$ cat config.mk
export PLATFORM = sky130hd
export DESIGN_NAME = axi_dma_lite_regs
export DESIGN_NICKNAME = d
export VERILOG_FILES = /design/src/rtl/axi_dma_lite_regs.sv
export SDC_FILE = /design/constraint.sdc
export NUM_CORES = 1
export LEC_CHECK = 0
export ABC_CLOCK_PERIOD_IN_PS = 3100
export CAP_MARGIN = 20
export CORE_MARGIN = 5
export CORE_UTILIZATION = 45
export CTS_BUF_LIST = sky130_fd_sc_hd__clkbuf_8
export DETAILED_ROUTE_END_ITERATION = 16
export GPL_TIMING_DRIVEN = 0
export PLACE_DENSITY = 0.77
export SYNTH_ARGS = -nofsm -noshare
export SYNTH_HDL_FRONTEND = slang
export SYNTH_SLANG_ARGS = --single-unit
$ cat constraint.sdc
create_clock -name S_AXI_ACLK -period 3.1 [get_ports S_AXI_ACLK]
set_clock_uncertainty 0.1 [all_clocks]
set_input_delay 0.93 -clock S_AXI_ACLK [delete_from_list [all_inputs] [get_ports S_AXI_ACLK]]
set_output_delay 0.93 -clock S_AXI_ACLK [all_outputs]
set_load 0.005 [all_outputs]
$ cat src/rtl/axi_dma_lite_regs.sv
// AXI4-Lite control/status register block for a two-channel (MM2S/S2MM) DMA datamover.
// Optional feature macro: DMA_LITE_SLVERR_EN (SLVERR on unmapped offsets and illegal DMASR writes).
module axi_dma_lite_regs #(
    parameter int S_AXI_ADDR_WIDTH = 32,
    parameter int S_AXI_DATA_WIDTH = 32,
    parameter int LEN_WIDTH        = 26
) (
    input  logic                          S_AXI_ACLK,
    input  logic                          S_AXI_ARESETN,
    input  logic [S_AXI_ADDR_WIDTH-1:0]   S_AXI_AWADDR,
    input  logic [2:0]                    S_AXI_AWPROT,
    input  logic                          S_AXI_AWVALID,
    output logic                          S_AXI_AWREADY,
    input  logic [S_AXI_DATA_WIDTH-1:0]   S_AXI_WDATA,
    input  logic [3:0]                    S_AXI_WSTRB,
    input  logic                          S_AXI_WVALID,
    output logic                          S_AXI_WREADY,
    output logic [1:0]                    S_AXI_BRESP,
    output logic                          S_AXI_BVALID,
    input  logic                          S_AXI_BREADY,
    input  logic [S_AXI_ADDR_WIDTH-1:0]   S_AXI_ARADDR,
    input  logic [2:0]                    S_AXI_ARPROT,
    input  logic                          S_AXI_ARVALID,
    output logic                          S_AXI_ARREADY,
    output logic [S_AXI_DATA_WIDTH-1:0]   S_AXI_RDATA,
    output logic [1:0]                    S_AXI_RRESP,
    output logic                          S_AXI_RVALID,
    input  logic                          S_AXI_RREADY,
    output logic                          MM2S_START,
    output logic                          S2MM_START,
    output logic [31:0]                   MM2S_ADDR,
    output logic [31:0]                   S2MM_ADDR,
    output logic [LEN_WIDTH-1:0]          MM2S_LEN,
    output logic [LEN_WIDTH-1:0]          S2MM_LEN,
    input  logic                          MM2S_DONE,
    input  logic                          S2MM_DONE,
    output logic                          MM2S_IRQ,
    output logic                          S2MM_IRQ
);

    typedef enum logic {ST_IDLE = 1'b0, ST_BUSY = 1'b1} ch_state_t;

    localparam logic [5:0] A_MM2S_CR  = 6'h00;
    localparam logic [5:0] A_MM2S_SR  = 6'h01;
    localparam logic [5:0] A_MM2S_SA  = 6'h06;
    localparam logic [5:0] A_MM2S_LEN = 6'h0A;
    localparam logic [5:0] A_S2MM_CR  = 6'h0C;
    localparam logic [5:0] A_S2MM_SR  = 6'h0D;
    localparam logic [5:0] A_S2MM_DA  = 6'h12;
    localparam logic [5:0] A_S2MM_LEN = 6'h16;
    localparam logic [1:0] RESP_OKAY   = 2'b00;
    localparam logic [1:0] RESP_SLVERR = 2'b10;

    function automatic logic [31:0] f_lane_mask(input logic [3:0] strb);
        return {{8{strb[3]}}, {8{strb[2]}}, {8{strb[1]}}, {8{strb[0]}}};
    endfunction

    function automatic logic [31:0] f_merge(input logic [31:0] old_v, input logic [31:0] new_v,
                                            input logic [3:0] strb);
        return (old_v & ~f_lane_mask(strb)) | (new_v & f_lane_mask(strb));
    endfunction

    logic                 r_aw_full, r_w_full, r_awready, r_wready, r_bvalid;
    logic [5:0]           r_aw_idx;
    logic [31:0]          r_w_data;
    logic [3:0]           r_w_strb;
    logic [1:0]           r_bresp;
    logic                 r_arready, r_rvalid;
    logic [31:0]          r_rdata;
    logic [1:0]           r_rresp;

    ch_state_t            r_state [2];
    logic [1:0]           r_rs, r_ioc_en, r_ioc, r_irq, r_start;
    logic [31:0]          r_addr [2];
    logic [LEN_WIDTH-1:0] r_len [2];

    logic                 w_aw_hs, w_w_hs, w_ar_hs, w_commit, w_wr_ok, w_wr_err, w_rd_err;
    logic                 w_aw_full_nxt, w_w_full_nxt, w_rvalid_nxt;
    logic                 w_wr_map, w_wr_ch, w_wr_cr, w_wr_sr, w_wr_sa, w_wr_len, w_sr_bad;
    logic [1:0]           w_wr_chsel, w_done, w_idle, w_go;
    logic [1:0]           w_cr_we, w_sr_we, w_sa_we, w_len_we;
    logic [31:0]          w_wmask;
    logic [LEN_WIDTH-1:0] w_len_mask;
    logic [LEN_WIDTH-1:0] w_len_new [2];
    ch_state_t            w_st_nxt [2];
    logic                 w_rd_map;
    logic [31:0]          w_rd_data;
    logic                 w_unused_bits;

    assign w_aw_hs  = S_AXI_AWVALID & r_awready;
    assign w_w_hs   = S_AXI_WVALID & r_wready;
    assign w_ar_hs  = S_AXI_ARVALID & r_arready;
    // A new update may retire only when no response is pending or the pending one drains now.
    assign w_commit = r_aw_full & r_w_full & (~r_bvalid | S_AXI_BREADY);
    assign w_wr_ok  = w_commit & ~w_wr_err;
    assign w_done   = {S2MM_DONE, MM2S_DONE};
    assign w_wmask  = f_lane_mask(r_w_strb);
    assign w_len_mask = w_wmask[LEN_WIDTH-1:0];
    assign w_sr_bad = |(r_w_data & w_wmask & ~32'h0000_1000);

    assign w_aw_full_nxt = w_commit ? 1'b0 : (w_aw_hs ? 1'b1 : r_aw_full);
    assign w_w_full_nxt  = w_commit ? 1'b0 : (w_w_hs ? 1'b1 : r_w_full);
    assign w_rvalid_nxt  = w_ar_hs ? 1'b1 : ((r_rvalid & S_AXI_RREADY) ? 1'b0 : r_rvalid);

    assign w_unused_bits = ^{S_AXI_AWPROT, S_AXI_ARPROT,
                             S_AXI_AWADDR[S_AXI_ADDR_WIDTH-1:8], S_AXI_AWADDR[1:0],
                             S_AXI_ARADDR[S_AXI_ADDR_WIDTH-1:8], S_AXI_ARADDR[1:0]};

`ifdef DMA_LITE_SLVERR_EN
    assign w_wr_err = ~w_wr_map | (w_wr_sr & w_sr_bad);
    assign w_rd_err = ~w_rd_map;
`else
    logic w_unused_cfg;
    assign w_wr_err     = 1'b0;
    assign w_rd_err     = 1'b0;
    assign w_unused_cfg = w_wr_map ^ w_sr_bad ^ w_rd_map;
`endif

    // Decode the held write address into register kind and channel.
    always_comb begin
        w_wr_map = 1'b1;
        w_wr_ch  = 1'b0;
        w_wr_cr  = 1'b0;
        w_wr_sr  = 1'b0;
        w_wr_sa  = 1'b0;
        w_wr_len = 1'b0;
        case (r_aw_idx)
            A_MM2S_CR:  w_wr_cr = 1'b1;
            A_MM2S_SR:  w_wr_sr = 1'b1;
            A_MM2S_SA:  w_wr_sa = 1'b1;
            A_MM2S_LEN: w_wr_len = 1'b1;
            A_S2MM_CR:  begin w_wr_ch = 1'b1; w_wr_cr  = 1'b1; end
            A_S2MM_SR:  begin w_wr_ch = 1'b1; w_wr_sr  = 1'b1; end
            A_S2MM_DA:  begin w_wr_ch = 1'b1; w_wr_sa  = 1'b1; end
            A_S2MM_LEN: begin w_wr_ch = 1'b1; w_wr_len = 1'b1; end
            default:    w_wr_map = 1'b0;
        endcase
        if (w_wr_ch) begin
            w_wr_chsel = 2'b10;
        end else begin
            w_wr_chsel = 2'b01;
        end
    end

    // Per-channel write enables, start qualification and IDLE/BUSY next state.
    always_comb begin
        w_idle   = 2'b00;
        w_go     = 2'b00;
        w_cr_we  = 2'b00;
        w_sr_we  = 2'b00;
        w_sa_we  = 2'b00;
        w_len_we = 2'b00;
        for (int c = 0; c < 2; c++) begin
            w_idle[c]    = (r_state[c] == ST_IDLE);
            w_cr_we[c]   = w_wr_ok & w_wr_cr  & w_wr_chsel[c];
            w_sr_we[c]   = w_wr_ok & w_wr_sr  & w_wr_chsel[c];
            w_sa_we[c]   = w_wr_ok & w_wr_sa  & w_wr_chsel[c];
            w_len_we[c]  = w_wr_ok & w_wr_len & w_wr_chsel[c];
            w_len_new[c] = (r_len[c] & ~w_len_mask) | (r_w_data[LEN_WIDTH-1:0] & w_len_mask);
            w_go[c]      = w_len_we[c] & w_idle[c] & r_rs[c] & (|r_w_strb) & (|w_len_new[c]);
            case (r_state[c])
                ST_IDLE: w_st_nxt[c] = w_go[c] ? ST_BUSY : ST_IDLE;
                ST_BUSY: w_st_nxt[c] = w_done[c] ? ST_IDLE : ST_BUSY;
                default: w_st_nxt[c] = ST_IDLE;
            endcase
        end
    end

    // Read mux on the live AR address; registers sampled before any same-cycle write lands.
    always_comb begin
        w_rd_map  = 1'b1;
        w_rd_data = 32'h0000_0000;
        case (S_AXI_ARADDR[7:2])
            A_MM2S_CR:  w_rd_data = {19'd0, r_ioc_en[0], 11'd0, r_rs[0]};
            A_MM2S_SR:  w_rd_data = {19'd0, r_ioc[0], 10'd0, w_idle[0], ~r_rs[0] & w_idle[0]};
            A_MM2S_SA:  w_rd_data = r_addr[0];
            A_MM2S_LEN: w_rd_data = {{(32-LEN_WIDTH){1'b0}}, r_len[0]};
            A_S2MM_CR:  w_rd_data = {19'd0, r_ioc_en[1], 11'd0, r_rs[1]};
            A_S2MM_SR:  w_rd_data = {19'd0, r_ioc[1], 10'd0, w_idle[1], ~r_rs[1] & w_idle[1]};
            A_S2MM_DA:  w_rd_data = r_addr[1];
            A_S2MM_LEN: w_rd_data = {{(32-LEN_WIDTH){1'b0}}, r_len[1]};
            default:    begin w_rd_map = 1'b0; w_rd_data = 32'h0000_0000; end
        endcase
    end

    // Write channel holding registers, registered READYs and the B response.
    always_ff @(posedge S_AXI_ACLK or negedge S_AXI_ARESETN) begin
        if (!S_AXI_ARESETN) begin
            r_aw_full <= 1'b0;
            r_w_full  <= 1'b0;
            r_awready <= 1'b0;
            r_wready  <= 1'b0;
            r_aw_idx  <= 6'd0;
            r_w_data  <= 32'h0000_0000;
            r_w_strb  <= 4'h0;
            r_bvalid  <= 1'b0;
            r_bresp   <= RESP_OKAY;
        end else begin
            r_aw_full <= w_aw_full_nxt;
            r_w_full  <= w_w_full_nxt;
            r_awready <= ~w_aw_full_nxt;
            r_wready  <= ~w_w_full_nxt;
            if (w_aw_hs) r_aw_idx <= S_AXI_AWADDR[7:2];
            if (w_w_hs) begin
                r_w_data <= S_AXI_WDATA[31:0];
                r_w_strb <= S_AXI_WSTRB;
            end
            if (w_commit) begin
                r_bvalid <= 1'b1;
                r_bresp  <= w_wr_err ? RESP_SLVERR : RESP_OKAY;
            end else if (S_AXI_BREADY) begin
                r_bvalid <= 1'b0;
            end
        end
    end

    // Read channel: data and response captured on AR accept, held until R handshake.
    always_ff @(posedge S_AXI_ACLK or negedge S_AXI_ARESETN) begin
        if (!S_AXI_ARESETN) begin
            r_arready <= 1'b0;
            r_rvalid  <= 1'b0;
            r_rdata   <= 32'h0000_0000;
            r_rresp   <= RESP_OKAY;
        end else begin
            r_rvalid  <= w_rvalid_nxt;
            r_arready <= ~w_rvalid_nxt;
            if (w_ar_hs) begin
                r_rdata <= w_rd_data;
                r_rresp <= w_rd_err ? RESP_SLVERR : RESP_OKAY;
            end
        end
    end

    // Channel state, control/config registers, completion flag and interrupt.
    always_ff @(posedge S_AXI_ACLK or negedge S_AXI_ARESETN) begin
        if (!S_AXI_ARESETN) begin
            r_rs     <= 2'b00;
            r_ioc_en <= 2'b00;
            r_ioc    <= 2'b00;
            r_irq    <= 2'b00;
            r_start  <= 2'b00;
            for (int c = 0; c < 2; c++) begin
                r_state[c] <= ST_IDLE;
                r_addr[c]  <= 32'h0000_0000;
                r_len[c]   <= '0;
            end
        end else begin
            for (int c = 0; c < 2; c++) begin
                r_state[c] <= w_st_nxt[c];
                r_start[c] <= w_go[c];
                if (w_cr_we[c] & r_w_strb[0]) r_rs[c] <= r_w_data[0];
                if (w_cr_we[c] & r_w_strb[1]) r_ioc_en[c] <= r_w_data[12];
                if (w_sa_we[c] & w_idle[c]) r_addr[c] <= f_merge(r_addr[c], r_w_data, r_w_strb);
                if (w_len_we[c] & w_idle[c]) r_len[c] <= w_len_new[c];
                // A completion landing with a W1C in the same cycle keeps the flag set.
                if (~w_idle[c] & w_done[c]) begin
                    r_ioc[c] <= 1'b1;
                end else if (w_sr_we[c] & r_w_strb[1] & r_w_data[12]) begin
                    r_ioc[c] <= 1'b0;
                end
                r_irq[c] <= r_ioc[c] & r_ioc_en[c];
            end
        end
    end

    assign S_AXI_AWREADY = r_awready;
    assign S_AXI_WREADY  = r_wready;
    assign S_AXI_BVALID  = r_bvalid;
    assign S_AXI_BRESP   = r_bresp;
    assign S_AXI_ARREADY = r_arready;
    assign S_AXI_RVALID  = r_rvalid;
    assign S_AXI_RRESP   = r_rresp;
    assign S_AXI_RDATA   = r_rdata;
    assign MM2S_START    = r_start[0];
    assign S2MM_START    = r_start[1];
    assign MM2S_ADDR     = r_addr[0];
    assign S2MM_ADDR     = r_addr[1];
    assign MM2S_LEN      = r_len[0];
    assign S2MM_LEN      = r_len[1];
    assign MM2S_IRQ      = r_irq[0];
    assign S2MM_IRQ      = r_irq[1];

endmodule

==> results.yml <==
cts:
  cts_tree: "yes"
  clk_path_buf_depth: 3
  insertion_delay_ns: 0.52
  cts_inserted_buffers: 37
  clock_sinks: 209
  cts_max_level: 2
  clk_pin_slew_ns: 0.06
  cts_root_buf: "clkbuf_8"
sta:
  worst-slew-pin-transition_ns: 0.778
  slew_headroom: 0.481
  max_freq_mhz: 332
  hold_viol_final: 0
  fin_ws_ns: 0.0862
  rsz0062_at_grt: "false"
  setup_violations: 0
  min_period_ns: 3.01
  setup_tns_ns: 0
  slew_viol_final: 0
  fin_crit_sh: 0.972
status:
  outcome: "finished clean"
power_and_ir_drop:
  p_per_area_nw_per_um2: 716
  leakage_nw: 5.32
  peakVddDrop_mv: 0.414
detailed_routing:
  drtAntennaViolNets: 0
  via_per_inst: 5.60
  drtPass1Iterations: 4
  wl_mm: 27.0
  drc_errors: 0
  drt-initial-drc-count: 374
  wl_per_cell_um: 22.0
  vias: 6887
yosys:
  ys_warn_count: 0
  yosysTopAreaCell: "dfrtp_1"
  synth.distinct_cells: 52
  synth_edf_count: 0
  synth_async_sr_flop_share: 1.00
  syn_area_um2: 8960
  synth_top_cells_by_area: "dfrtp_1, mux2_2, a22oi_1"
  synthFlopType: "dfrtp_1"
  netlist_instances: 689
  ys_seq_elements: 209
  syn_avg_cell_area_um2: 13.0
  post-synth-top-area-fraction: 0.583
  synthTopCellsByCount: "dfrtp_1, mux2_2, a22oi_1"
  synth_most_common_cell: "dfrtp_1"
  yosysSeqAreaShare: 0.583
placed_design:
  dp_hpwl_mm: 19.2
  io_buffer_count: 211
  pre_cts_ws_ns: -0.498
  globalplace.congestion: 0.776
grt:
  antenna_found_initial: 0
  overflow: 0
  grt_usage: 0.236
  grt_pass1_vias: 7055
  grt_pass1_wl_mm: 41.3
  grt_max_degree: 123
setup_path:
  critPathKind: "primary input to flop"
  arrival_ns: 3.35
  end_kind: "flop"
  ff2ff_setup_slack_ns: 0.50
  worst_r2r_path_depth: 6
  cp.required_ns: 3.44
  cp_max_fo: 10
  rr_startpoint: "r_w_strb[0]"
  start_kind: "primary input"
  r2r_end: "r_state[1]"
floorplan:
  top_level_ports: 276
  dieArea_um2: 22800
  die_h_um: 151
  core_um2: 19500
  floorplan.initialDensity: 0.459
  rows: 51
  die_w_um: 151
min_path:
  hp-class: "primary input to asynchronous set/reset pin"
cells_and_area:
  multi_input_comb_area_um2: 3550
  seqCellArea_um2: 5230
  final.fill_count: 1600
  drive_gt1_frac: 0.255
  nNetsFinal: 1058
  area_growth_pct: 35.6
run:
  cap_violations: 0
-- worst max path at each step --
stage                         start                    endpoint  cells past startpoint
global route        S_AXI_ARADDR[7]             S_AXI_RDATA[17]                      6
detailed placement  S_AXI_ARADDR[2]             S_AXI_RDATA[23]                      6
global placement      S_AXI_ARESETN  asynchronous set/reset pin                      1
floorplan           S_AXI_ARADDR[5]             S_AXI_RDATA[23]                      7
finish              S_AXI_ARADDR[7]             S_AXI_RDATA[18]                      6
CTS                 S_AXI_ARADDR[2]             S_AXI_RDATA[19]                      6
-- through the flow --
step | util | cells | power, mW | area, µm² | hold WS (ns)
final | 0.623 | 1230 | 8.70 | 12200 | 0.291
after global routing | 0.622 | 1228 | 9.15 | 12200 | 0.369
after CTS | 0.622 | 1228 | 8.75 | 12100 | 0.326
after detailed placement | 0.587 | 1169 | 6.32 | 11500 | 0.378
after global placement | 0.585 | 1168 | 6.24 | 11400 | 0.366
after floorplan | - | 692 | 5.02 | 8980 | 0.370
-- where the power goes --
| part | internal (mW) | switching (mW) | leakage (nW) |
|---|---|---|---|
| clock | 1.32 | 1.10 | 0.396 |
| combinational | 1.29 | 0.966 | 2.19 |
| sequential | 3.35 | 0.675 | 2.74 |
-- cells in the final DEF, fill, tap and decap left out, types with 2 or more instances in the layout --
cell,count
o32ai_1,2
nor3b_1,3
nand4_1,3
mux2_1,3
clkinv_2,2
conb_1,4
inv_1,18
and2_1,6
nor3_1,13
dfrtp_1,209
clkbuf_8,47
nand2b_1,8
nand3_1,10
a21oi_1,9
a31oi_1,23
diode_2,2
or4_1,5
and3_1,3
and4bb_1,2
buf_2,8
xor2_1,3
clkbuf_1,21
nor4_1,11
clkdlybuf4s50_1,210
clkbuf_2,3
nor2_1,48
nor4_4,4
a22o_1,4
buf_4,4
a22oi_1,49
nand2_2,11
nand2_1,15
mux2_2,158
o21ai_0,10
o22ai_1,5
a221oi_1,6
o21bai_1,2
-- layout make-up --
type                            instances  area share
Sequential cell                       209       0.430
Clock buffer                           46      0.0521
Multi-Input combinational cell        437       0.292
Buffer                                 38      0.0149
Clock inverter                         13     0.00463
Antenna cell                            2    0.000412
Tap cell                              265      0.0273
Timing Repair Buffer                  212       0.176
Inverter                                8     0.00247
-- worst max-delay path, stage by stage --
cell	delay [ns]
clkdlybuf4s50_1	0.54
nand4bb_1	0.33
nor2_1	0.57
clkbuf_1	0.59
a22oi_1	0.18
a31oi_1	0.21
-- metal layers --
| layer | global-route usage | share of wire | up-vias |
|---|---|---|---|
| met5 | 0 | 0 | - |
| met3 | 0.0548 | 0.079 | 45 |
| met2 | 0.373 | 0.48 | 268 |
| met1 | 0.323 | 0.42 | 3514 |
| li1 | - | - | 3060 |
| met4 | 0.0784 | 0.023 | 0 |
-- cell families after synthesis --
kind of cell,synth area share
buffers and inverters,0.0233
flip-flops,0.583
multiplexers,0.203
AO/OA/AOI/OAI,0.0921
XOR/XNOR,0.00293
AND/OR/NAND/NOR,0.0945
other,0.000418
-- what timing repair did --
item	CTS	global route
buffers inserted	0	0
hold buffers	0	0
hold endpoints to repair	0	0
setup endpoints to repair	0	19
resized for setup	0	5
Note: power is estimated with default switching activity, not from simulation.
